`src/rtl/track_sequencer.sv`:
```
// Purpose : five-slot note track sequencer (IDLE/PLAY/REC) driving the note memory address and write enable.
// Latency : button edge -> state/addr change on the next clk edge; tick -> addr step on the next clk edge.
// Backpressure: none; tick and buttons are consumed every cycle, and the memory must accept we on any tick.
//
// Ports:
//   clk, reset  - system clock; synchronous active-low reset
//   tick        - one-cycle note-rate pulse from the player divider
//   btn[4:0]    - debounced slot buttons (level); rising edges select/stop slots
//   rec         - record switch (level)
//   addr        - registered memory address = slot base + offset
//   we          - combinational write enable (tick while recording)
//   slot        - registered active slot index 0..4
//   state       - 0 IDLE, 1 PLAY, 2 REC
//   mute        - high whenever not playing
//   done        - one-cycle pulse when a track ends by itself (end of track or slot full)
module track_sequencer #(
    parameter int ADDR_W   = 15,
    parameter int SLOT_LEN = 6000,
    parameter int LEN_W    = 13
) (
    input  logic              clk,
    input  logic              reset,
    input  logic              tick,
    input  logic [4:0]        btn,
    input  logic              rec,
    output logic [ADDR_W-1:0] addr,
    output logic              we,
    output logic [2:0]        slot,
    output logic [1:0]        state,
    output logic              mute,
    output logic              done
);

    typedef enum logic [1:0] {
        ST_IDLE = 2'd0,
        ST_PLAY = 2'd1,
        ST_REC  = 2'd2
    } state_t;

    // Per-slot base addresses as constants so no multiplier sits in the address path.
    localparam logic [ADDR_W-1:0] BASE1 = ADDR_W'(SLOT_LEN);
    localparam logic [ADDR_W-1:0] BASE2 = ADDR_W'(2 * SLOT_LEN);
    localparam logic [ADDR_W-1:0] BASE3 = ADDR_W'(3 * SLOT_LEN);
    localparam logic [ADDR_W-1:0] BASE4 = ADDR_W'(4 * SLOT_LEN);
    localparam logic [LEN_W-1:0]  FULL  = LEN_W'(SLOT_LEN);

    state_t                  state_q, state_d;
    logic [2:0]              slot_q, slot_d;
    logic [LEN_W-1:0]        off_q, off_d;
    logic [4:0][LEN_W-1:0]   len_q, len_d;
    logic [ADDR_W-1:0]       addr_q, addr_d;
    logic                    done_q, done_d;
    logic [4:0]              btn_q;

    logic [4:0]              btn_edge;
    logic                    edge_any;
    logic [2:0]              edge_idx;
    logic [LEN_W-1:0]        off_inc;
    logic                    stop_rec;

    function automatic logic [ADDR_W-1:0] base_of(input logic [2:0] s);
        case (s)
            3'd1:    base_of = BASE1;
            3'd2:    base_of = BASE2;
            3'd3:    base_of = BASE3;
            3'd4:    base_of = BASE4;
            default: base_of = '0;
        endcase
    endfunction

    assign btn_edge = btn & ~btn_q;
    assign off_inc  = off_q + LEN_W'(1);

    // Lowest-index edge wins; scanning downwards lets the lowest hit overwrite.
    always_comb begin
        edge_any = 1'b0;
        edge_idx = 3'd0;
        for (int i = 4; i >= 0; i--) begin
            if (btn_edge[i]) begin
                edge_any = 1'b1;
                edge_idx = 3'(i);
            end
        end
    end

    assign stop_rec = !rec || (edge_any && (edge_idx == slot_q));

    always_comb begin
        state_d = state_q;
        slot_d  = slot_q;
        off_d   = off_q;
        len_d   = len_q;
        done_d  = 1'b0;

        case (state_q)
            ST_IDLE: begin
                if (edge_any) begin
                    if (rec) begin
                        slot_d          = edge_idx;
                        off_d           = '0;
                        len_d[edge_idx] = '0;
                        state_d         = ST_REC;
                    end else if (len_q[edge_idx] != '0) begin
                        slot_d  = edge_idx;
                        off_d   = '0;
                        state_d = ST_PLAY;
                    end
                end
            end

            ST_PLAY: begin
                // A button edge pre-empts a same-cycle tick.
                if (edge_any) begin
                    off_d = '0;
                    if (edge_idx == slot_q) begin
                        state_d = ST_IDLE;
                    end else if (len_q[edge_idx] != '0) begin
                        slot_d = edge_idx;
                    end else begin
                        state_d = ST_IDLE;
                    end
                end else if (tick) begin
                    // off+1 == len avoids the len-1 underflow; len is nonzero while playing.
                    if (off_inc == len_q[slot_q]) begin
                        state_d = ST_IDLE;
                        done_d  = 1'b1;
                        off_d   = '0;
                    end else begin
                        off_d = off_inc;
                    end
                end
            end

            ST_REC: begin
                // A tick in the same cycle as a stop still writes and is counted.
                if (tick) begin
                    len_d[slot_q] = off_inc;
                    off_d         = off_inc;
                    if (off_inc == FULL) begin
                        state_d = ST_IDLE;
                        done_d  = 1'b1;
                        off_d   = '0;
                    end
                end
                if (stop_rec) begin
                    state_d = ST_IDLE;
                    off_d   = '0;
                end
            end

            default: begin
                state_d = ST_IDLE;
                off_d   = '0;
            end
        endcase
    end

    assign addr_d = base_of(slot_d) + ADDR_W'(off_d);

    always_ff @(posedge clk) begin
        // btn_q tracks btn even in reset so a held button yields no edge on release.
        btn_q <= btn;
        if (!reset) begin
            state_q <= ST_IDLE;
            slot_q  <= 3'd0;
            off_q   <= '0;
            len_q   <= '0;
            addr_q  <= '0;
            done_q  <= 1'b0;
        end else begin
            state_q <= state_d;
            slot_q  <= slot_d;
            off_q   <= off_d;
            len_q   <= len_d;
            addr_q  <= addr_d;
            done_q  <= done_d;
        end
    end

    assign addr  = addr_q;
    assign slot  = slot_q;
    assign state = state_q;
    assign done  = done_q;
    assign mute  = (state_q != ST_PLAY);
    assign we    = tick && (state_q == ST_REC);

endmodule

```
`config.mk`:
```
export PLATFORM = sky130hd
export DESIGN_NAME = track_sequencer
export DESIGN_NICKNAME = d
export VERILOG_FILES = /design/src/rtl/track_sequencer.sv
export SDC_FILE = /design/constraint.sdc
export NUM_CORES = 1
export LEC_CHECK = 0
export CAP_MARGIN = 20
export CORE_MARGIN = 8
export CORE_UTILIZATION = 40
export CTS_CLUSTER_SIZE = 10
export DETAILED_ROUTE_END_ITERATION = 10
export GPL_TIMING_DRIVEN = 0
export PLACE_DENSITY_LB_ADDON = 0.25
export SETUP_SLACK_MARGIN = 0.3
export SLEW_MARGIN = 20
export SYNTH_ARGS = -nofsm -noshare
export SYNTH_HDL_FRONTEND = slang
export SYNTH_SLANG_ARGS = --single-unit
```
`constraint.sdc`:
```
create_clock -name clk -period 5.45 [get_ports clk]
set_clock_uncertainty 0.2 [all_clocks]
set_input_delay 1.09 -clock clk [delete_from_list [all_inputs] [get_ports clk]]
set_output_delay 1.09 -clock clk [all_outputs]
set_load 0.005 [all_outputs]
```
==> reports/qor.yml, run 1 <==
critical_path:
  cp_top_family: "compound AO/OA/AOI/OAI gates"
  start_kind: "input pin"
  cp_max_fo: 7
  max_stage_delay_ns: 0.40
  cp-end-kind: "flip-flop"
  cp.buffers_inverters: 4
  path_cells: "buf_6 > nor2b_4 > buf_6 > nor4_4 > buf_4 > a21oi_1 > o221ai_4 > o211ai_1 > buf_4 > and3_2 > a211oi_4 > a32o_2 > ha_4 > a21o_1 > a21oi_2 > o21bai_1 > a21oi_2 > o21ai_2 > a21o_1 > a21oi_1 > and2_1 > mux2_1"
  cp_slowest_cell: "a211oi_4"
  crit_required_ns: 5.49
  critPathArrivalTime_ns: 5.06
  critPathKind: "in2reg"
synth:
  synthesis.area_um2: 5978
  synth_fp_nets: 706
  synth-main-ff-cell: "dfxtp_1"
  syn_area_per_cell_um2: 8.766
  syn_inst: 682
  synth_enable_flop_cells: 0
  ys_ff_latch: 100
  seq_area_frac_synth_pct: 33.49
  yosysWarningCount: 0
  yosysUniqueCellTypes: 70
  synthArstFlopShare_pct: 0
power_and_ir_drop:
  power_switching_uw: 578.1
  clkPwrFrac_pct: 33.1
  pwr-share-comb_pct: 25.7
  powerDensity_nw_per_um2: 245.2
  swShare_pct: 31.28
  p_leak_uw: 0.002706
  p_seq_share_pct: 41.2
  ir_drop_uv: 187.6
  p_int_uw: 1270
clock_tree:
  clk_pin_slew_ns: 0.08
  clock_path_buffers: 2
  cts_buffers: 9
  cts_hold_buf: 0
  htreeDepth: 3
  clk_latency_ns: 0.36
  cts_root_buf: "clkbuf_16"
  cts_tree: "done"
  cts_sinks: 100
sta:
  setup_viol_count_final: 0
  min_period_ns: 5.012
  hold_violations: 0
  grt_setup_unrepaired: "true"
  drv_slew: 0
  final.period_utilization_pct: 91.95
  worstMarginPinSlew_ns: 0.8183
  slew_headroom_pct: 45.06
  max_freq_ghz: 0.1995
cells_and_area:
  most-common-layout-cells: "dfxtp_1, nor2b_1, buf_4"
  antennaDiodeCount: 0
  stdcell_count: 963
  seqCellArea_um2: 2004
  fin_util_pct: 51.67
  multi_input_area_um2: 4008
  area_growth_pct: 26.10
  finalNetCount: 798
  fill_cells: 1328
  drive_above_1_share_pct: 21.44
  layout_commonest_cell: "dfxtp_1"
status:
  status: "finished clean"
route:
  drtPass1Iterations: 5
  viasPerCell: 5.980
  wl_per_cell_um: 21.20
  final_antenna_net_count: 0
  vias: 5759
  initialDrtViolationCount: 543
  drcViolationCount: 0
  wirelength_um: 20410
global_route:
  gr-total-overflow: 0
  grt_pass1_vias: 5678
  grt.total_usage_pct: 20.52
  grt_max_degree: 18
  antenna_found_initial: 0
  grt_pass1_wl_um: 31840
die:
  core.rowCount: 44
  initial_core_util_pct: 40.98
  io_pins: 32
  fp.dieH_um: 138.3
  core-area_um2: 14590
  die_area_um2: 19110
  die_w_um: 138.3
placement:
  placedCellCount: 896
  dp.final_hpwl_um: 14500
  routabilityCongestion: 0.9546
  io_buffers: 30
run:
  maxCapViolations: 0
min_path:
  hp-class: "reg2reg"
-- layout make-up --
class	instances	area share [%]
buffer	55	3.900
clock buffer	10	3.037
clock inverter	6	0.6141
inverter	14	0.6971
multi-input combinational	513	53.16
sequential	100	26.59
tap	184	3.054
timing repair buffer	81	8.946
-- per-layer routing --
metal  GRT usage, %  vias to the layer above  part of all wire, %
li1               -                     2701                    -
met5              0                        -                    0
met3          3.630                       28                  5.6
met4          7.208                        0                  2.2
met1          26.36                     2834                   44
met2          33.69                      196                   48
-- worst reg2reg max path: stages (launching register included) --
cell and delay [ns]:
dfxtp_1 0.48, and4_1 0.23, buf_4 0.15, nand3_2 0.14, xnor2_4 0.36, xnor2_1 0.15
nor4_2 0.37, nand4_1 0.31, a31o_4 0.35, buf_6 0.12, a32o_2 0.30, ha_4 0.18
fa_2 0.34, a21o_1 0.19, a21oi_2 0.16, nor2b_2 0.07, nor3_2 0.13, o21bai_1 0.12
a21oi_2 0.16, nor2b_1 0.06, o31ai_1 0.20, o2bb2ai_1 0.11
-- registers in the layout, indices dropped and copies added (netlist names) --
register	count
addr	11
off_q	13
len_q	65
state	2
btn_q	5
done	1
slot	3
-- repair_timing --
| action | 4_1_cts | 5_1_grt |
|---|---|---|
| pin swaps | 26 | 26 |
| gates resized for setup | 53 | 48 |
| gates cloned | 0 | 0 |
| buffers inserted | 33 | 18 |
| setup endpoints to repair | 7 | 3 |
-- cell families (layout without fill, tap and decap cells) --
group | Yosys count | after routing | synth area share, %
AND/OR/NAND/NOR | 260 | 260 | 25.55
AO/OA/AOI/OAI | 179 | 179 | 21.95
flip-flops | 100 | 100 | 33.49
buffers and inverters | 69 | 166 | 5.190
XOR/XNOR | 34 | 34 | 6.237
multiplexers | 25 | 25 | 4.311
adder cells (fa/ha/maj) | 15 | 15 | 3.265
-- synthesized netlist by cell type (4+ instances only) --
cell type    n  area (µm²)
a31oi_1     12       75.07
a32o_1      15       150.1
dfxtp_1    100        2002
xor2_1       6       52.55
mux2i_1     19       190.2
a21oi_1     20       100.1
o22ai_1      4       25.02
buf_4        6       45.04
mux2_2       5       56.30
o21ai_0     18       90.09
ha_1        14       175.2
nor3_1      17       85.08
and2_1      22       137.6
o2bb2ai_1    5       43.79
nand4_1     20       125.1
xnor2_2      5       81.33
nand3_1     27       135.1
clkbuf_1    36       135.1
a21boi_0     9       67.56
nand2_1     19       71.32
nor4_1      17       106.4
xnor2_1     21       183.9
buf_2       11       55.05
o21ai_1      7       35.03
a22oi_1     56       420.4
nor2_1      27       101.4
inv_1       14       52.55
o211ai_1     4       30.03
and3_1      10       62.56
nand2b_1    13       81.33
nor2b_1     65       406.6
-- power groups by stage --
| stage | Combinational (µW) | Clock [µW] | Sequential (µW) |
|---|---|---|---|
| after floorplan | 253 | 0 | 777 |
| after global placement | 377 | 0 | 777 |
| after detailed placement | 380 | 0 | 778 |
| after CTS | 450 | 625 | 761 |
| after global routing | 508 | 651 | 764 |
| final | 474 | 612 | 762 |
-- worst paths after layout --
kind	startpoint	end	slack, ns	cells past startpoint
hold reg to reg	len_q[28]$_SDFFE_PN0P_	len_q[28]$_SDFFE_PN0P_	0.31	2
setup reg to reg	off_q[3]$_SDFF_PN0_	addr[14]$_SDFF_PN0_	0.46	21
hold / removal	len_q[28]$_SDFFE_PN0P_	len_q[28]$_SDFFE_PN0P_	0.31	2
setup / recovery	btn[0]	addr[13]$_SDFF_PN0_	0.44	22
-- stage by stage --
step	hold slack, ns	setup WS [ns]	cell area [µm²]	TNS [ns]	power, µW
after floorplan	0.2642	0.3459	5978	0	1030
after global placement	0.2822	-0.9730	6509	-3.878	1154
after detailed placement	0.2965	-0.9912	6509	-4.035	1158
after CTS	0.3055	0.3033	7268	0	1836
after global routing	0.3347	0.2226	7538	0	1923
final	0.3145	0.4385	7538	0	1848
(Power assumes the default switching activity.)
==> run 2: changes to the inputs <==
CAP_MARGIN = 30   (was 20)
==> reports/qor.yml, run 2 (same netlist as run 1, synthesis figures left out) <==
cells_and_area:
  finalNetCount: 799
  fill_cells: 1322
  largest_reg_flops: 65
  most-common-layout-cells: "dfxtp_1, nor2b_1, buf_4"
  area_growth_pct: 26.10
  antennaDiodeCount: 0
  regMostFlops: "len_q"
  layout_commonest_cell: "dfxtp_1"
  drive_above_1_share_pct: 21.41
die:
  io_pins: 32
  die_area_um2: 19110
  initial_core_util_pct: 40.98
  fp.dieH_um: 138.3
  core-area_um2: 14590
  core.rowCount: 44
  die_w_um: 138.3
critical_path:
  reg2regPathDepth: 22
  regToRegStartpoint: "off_q[2]$_SDFF_PN0_"
  crit_required_ns: 5.50
  reg2reg_slack_ns: 0.48
  path_cells: "buf_6 > nor2b_4 > buf_6 > nor4_4 > buf_4 > a21oi_1 > o221ai_4 > o211ai_1 > buf_4 > and3_2 > a211oi_4 > a32o_2 > ha_4 > a21o_1 > a21oi_2 > o21bai_1 > a21oi_2 > o21ai_2 > a21o_1 > a21oi_1 > and2_1 > mux2_1"
  start_kind: "input pin"
  cp_top_family: "compound AO/OA/AOI/OAI gates"
  reg2reg_to: "addr[14]$_SDFF_PN0_"
  cp-end-kind: "flip-flop"
  cp_max_fo: 7
  critPathArrivalTime_ns: 5.05
  cp_slowest_cell: "a211oi_4"
  critPathKind: "in2reg"
  cp.buffers_inverters: 4
  max_stage_delay_ns: 0.39
sta:
  setup_viol_count_final: 0
  min_period_ns: 5.004
  max_freq_ghz: 0.1999
  drv_slew: 0
  setup-tns-final_ns: 0
  worst_slack_ns: 0.4465
  final.period_utilization_pct: 91.81
  grt_setup_unrepaired: "true"
  worstMarginPinSlew_ns: 0.8114
  slew_headroom_pct: 45.52
  hold_violations: 0
status:
  status: "finished clean"
power_and_ir_drop:
  ir_drop_uv: 186.3
  power.total_uw: 1848
  powerDensity_nw_per_um2: 245.1
  p_leak_uw: 0.002702
clock_tree:
  cts_buffers: 9
  clk_latency_ns: 0.36
  clock_path_buffers: 2
  cts_tree: "done"
  cts_sinks: 100
  cts_root_buf: "clkbuf_16"
  clk_pin_slew_ns: 0.07
  htreeDepth: 3
global_route:
  grt_max_degree: 18
  gr-usage-met1_pct: 26.36
  grt_use_met3_pct: 3.630
  gr-usage-met2_pct: 33.69
  grt_busiest_layer: "met2"
  antenna_found_initial: 0
  grt_pass1_wl_um: 31840
  grt_pass1_vias: 5678
  grt.total_usage_pct: 20.52
  gr-total-overflow: 0
placement:
  dp.final_hpwl_um: 14500
  io_buffers: 30
  pre_cts_slack_ns: -0.9912
  routabilityCongestion: 0.9546
run:
  maxCapViolations: 0
route:
  vias: 5853
  drtPass1Iterations: 6
  final_antenna_net_count: 0
  drcViolationCount: 0
  initialDrtViolationCount: 583
  wl_per_cell_um: 21.16
  wirelength_um: 20400
  viasPerCell: 6.072
min_path:
  hp-class: "reg2reg"
  hold_depth: 2
  worst_hold_startpoint: "len_q[29]$_SDFFE_PN0P_"
  min_to: "len_q[29]$_SDFFE_PN0P_"
-- run 2: cell count changes in the layout (fill, tap and decap cells not counted), sizes merged --
cell,change
clkbuf,+1
-- run 2: through the flow --
| stage | std cells | area [µm²] | hold WS [ns] | utilization (%) |
|---|---|---|---|---|
| 4_1_cts | 945 | 7268 | 0.3055 | 49.82 |
| 2_1_floorplan | 682 | 5978 | 0.2642 | - |
| 5_1_grt | 964 | 7538 | 0.3347 | 51.67 |
| 3_5_place_dp | 896 | 6509 | 0.2965 | 44.61 |
| 3_3_place_gp | 896 | 6509 | 0.2822 | 44.61 |
| 6_report | 964 | 7538 | 0.3090 | 51.67 |
-- run 2: timing repair --
action	in CTS	in global routing
pin swaps	26	26
setup buffers	33	18
gates resized for setup	53	47
setup endpoints to repair	7	3
hold buffers	0	0
-- run 2: area by class of cell --
type,instances,area [µm²],area share (%)
plain buffers,55,294.0,3.900
clock buffers,10,229.0,3.037
clock inverters,6,46.29,0.6141
inverters,14,52.55,0.6971
multi-input cells,513,4000,53.06
flip-flops and latches,100,2004,26.59
well taps,184,230.2,3.054
repair buffers,82,681.9,9.046
-- run 2: worst max path at each step --
stage / start / endpoint / slack (ns) / cells after the start
6_report: btn[0] / addr[13]$_SDFF_PN0_ / 0.45 / 22
5_1_grt: btn[0] / addr[14]$_SDFF_PN0_ / 0.25 / 23
4_1_cts: slot[2]$_SDFF_PN0_ / addr[14]$_SDFF_PN0_ / 0.30 / 21
3_5_place_dp: btn[0] / addr[13]$_SDFF_PN0_ / -0.99 / 19
3_3_place_gp: btn[0] / addr[13]$_SDFF_PN0_ / -0.97 / 19
2_1_floorplan: btn[0] / addr[14]$_SDFF_PN0_ / 0.35 / 20
-- run 2: power by group --
part | total, µW | switching (µW) | internal [µW]
Clock | 612 | 298 | 314
Combinational | 474 | 267 | 206
Sequential | 762 | 12.2 | 749
-- run 2: metal layers --
layer	routed length, µm	share of wire [%]
met1	8896	44
met2	9766	48
met3	1287	6.3
met4	446	2.2
met5	0	0
-- run 2: worst register-to-register path, stage by stage, from the launching register on --
cell and delay, ns:
dfxtp_1 0.33, buf_4 0.16, and4_1 0.18, buf_4 0.14
nand3_2 0.14, xnor2_4 0.36, xnor2_1 0.15, nor4_2 0.37
nand4_1 0.32, a31o_4 0.36, buf_6 0.12, a32o_2 0.30
ha_4 0.18, fa_2 0.34, a21o_1 0.19, a21oi_2 0.16
nor2b_2 0.07, nor3_2 0.13, o21bai_1 0.12, a21oi_2 0.16
nor2b_1 0.06, o31ai_1 0.20, o2bb2ai_1 0.10
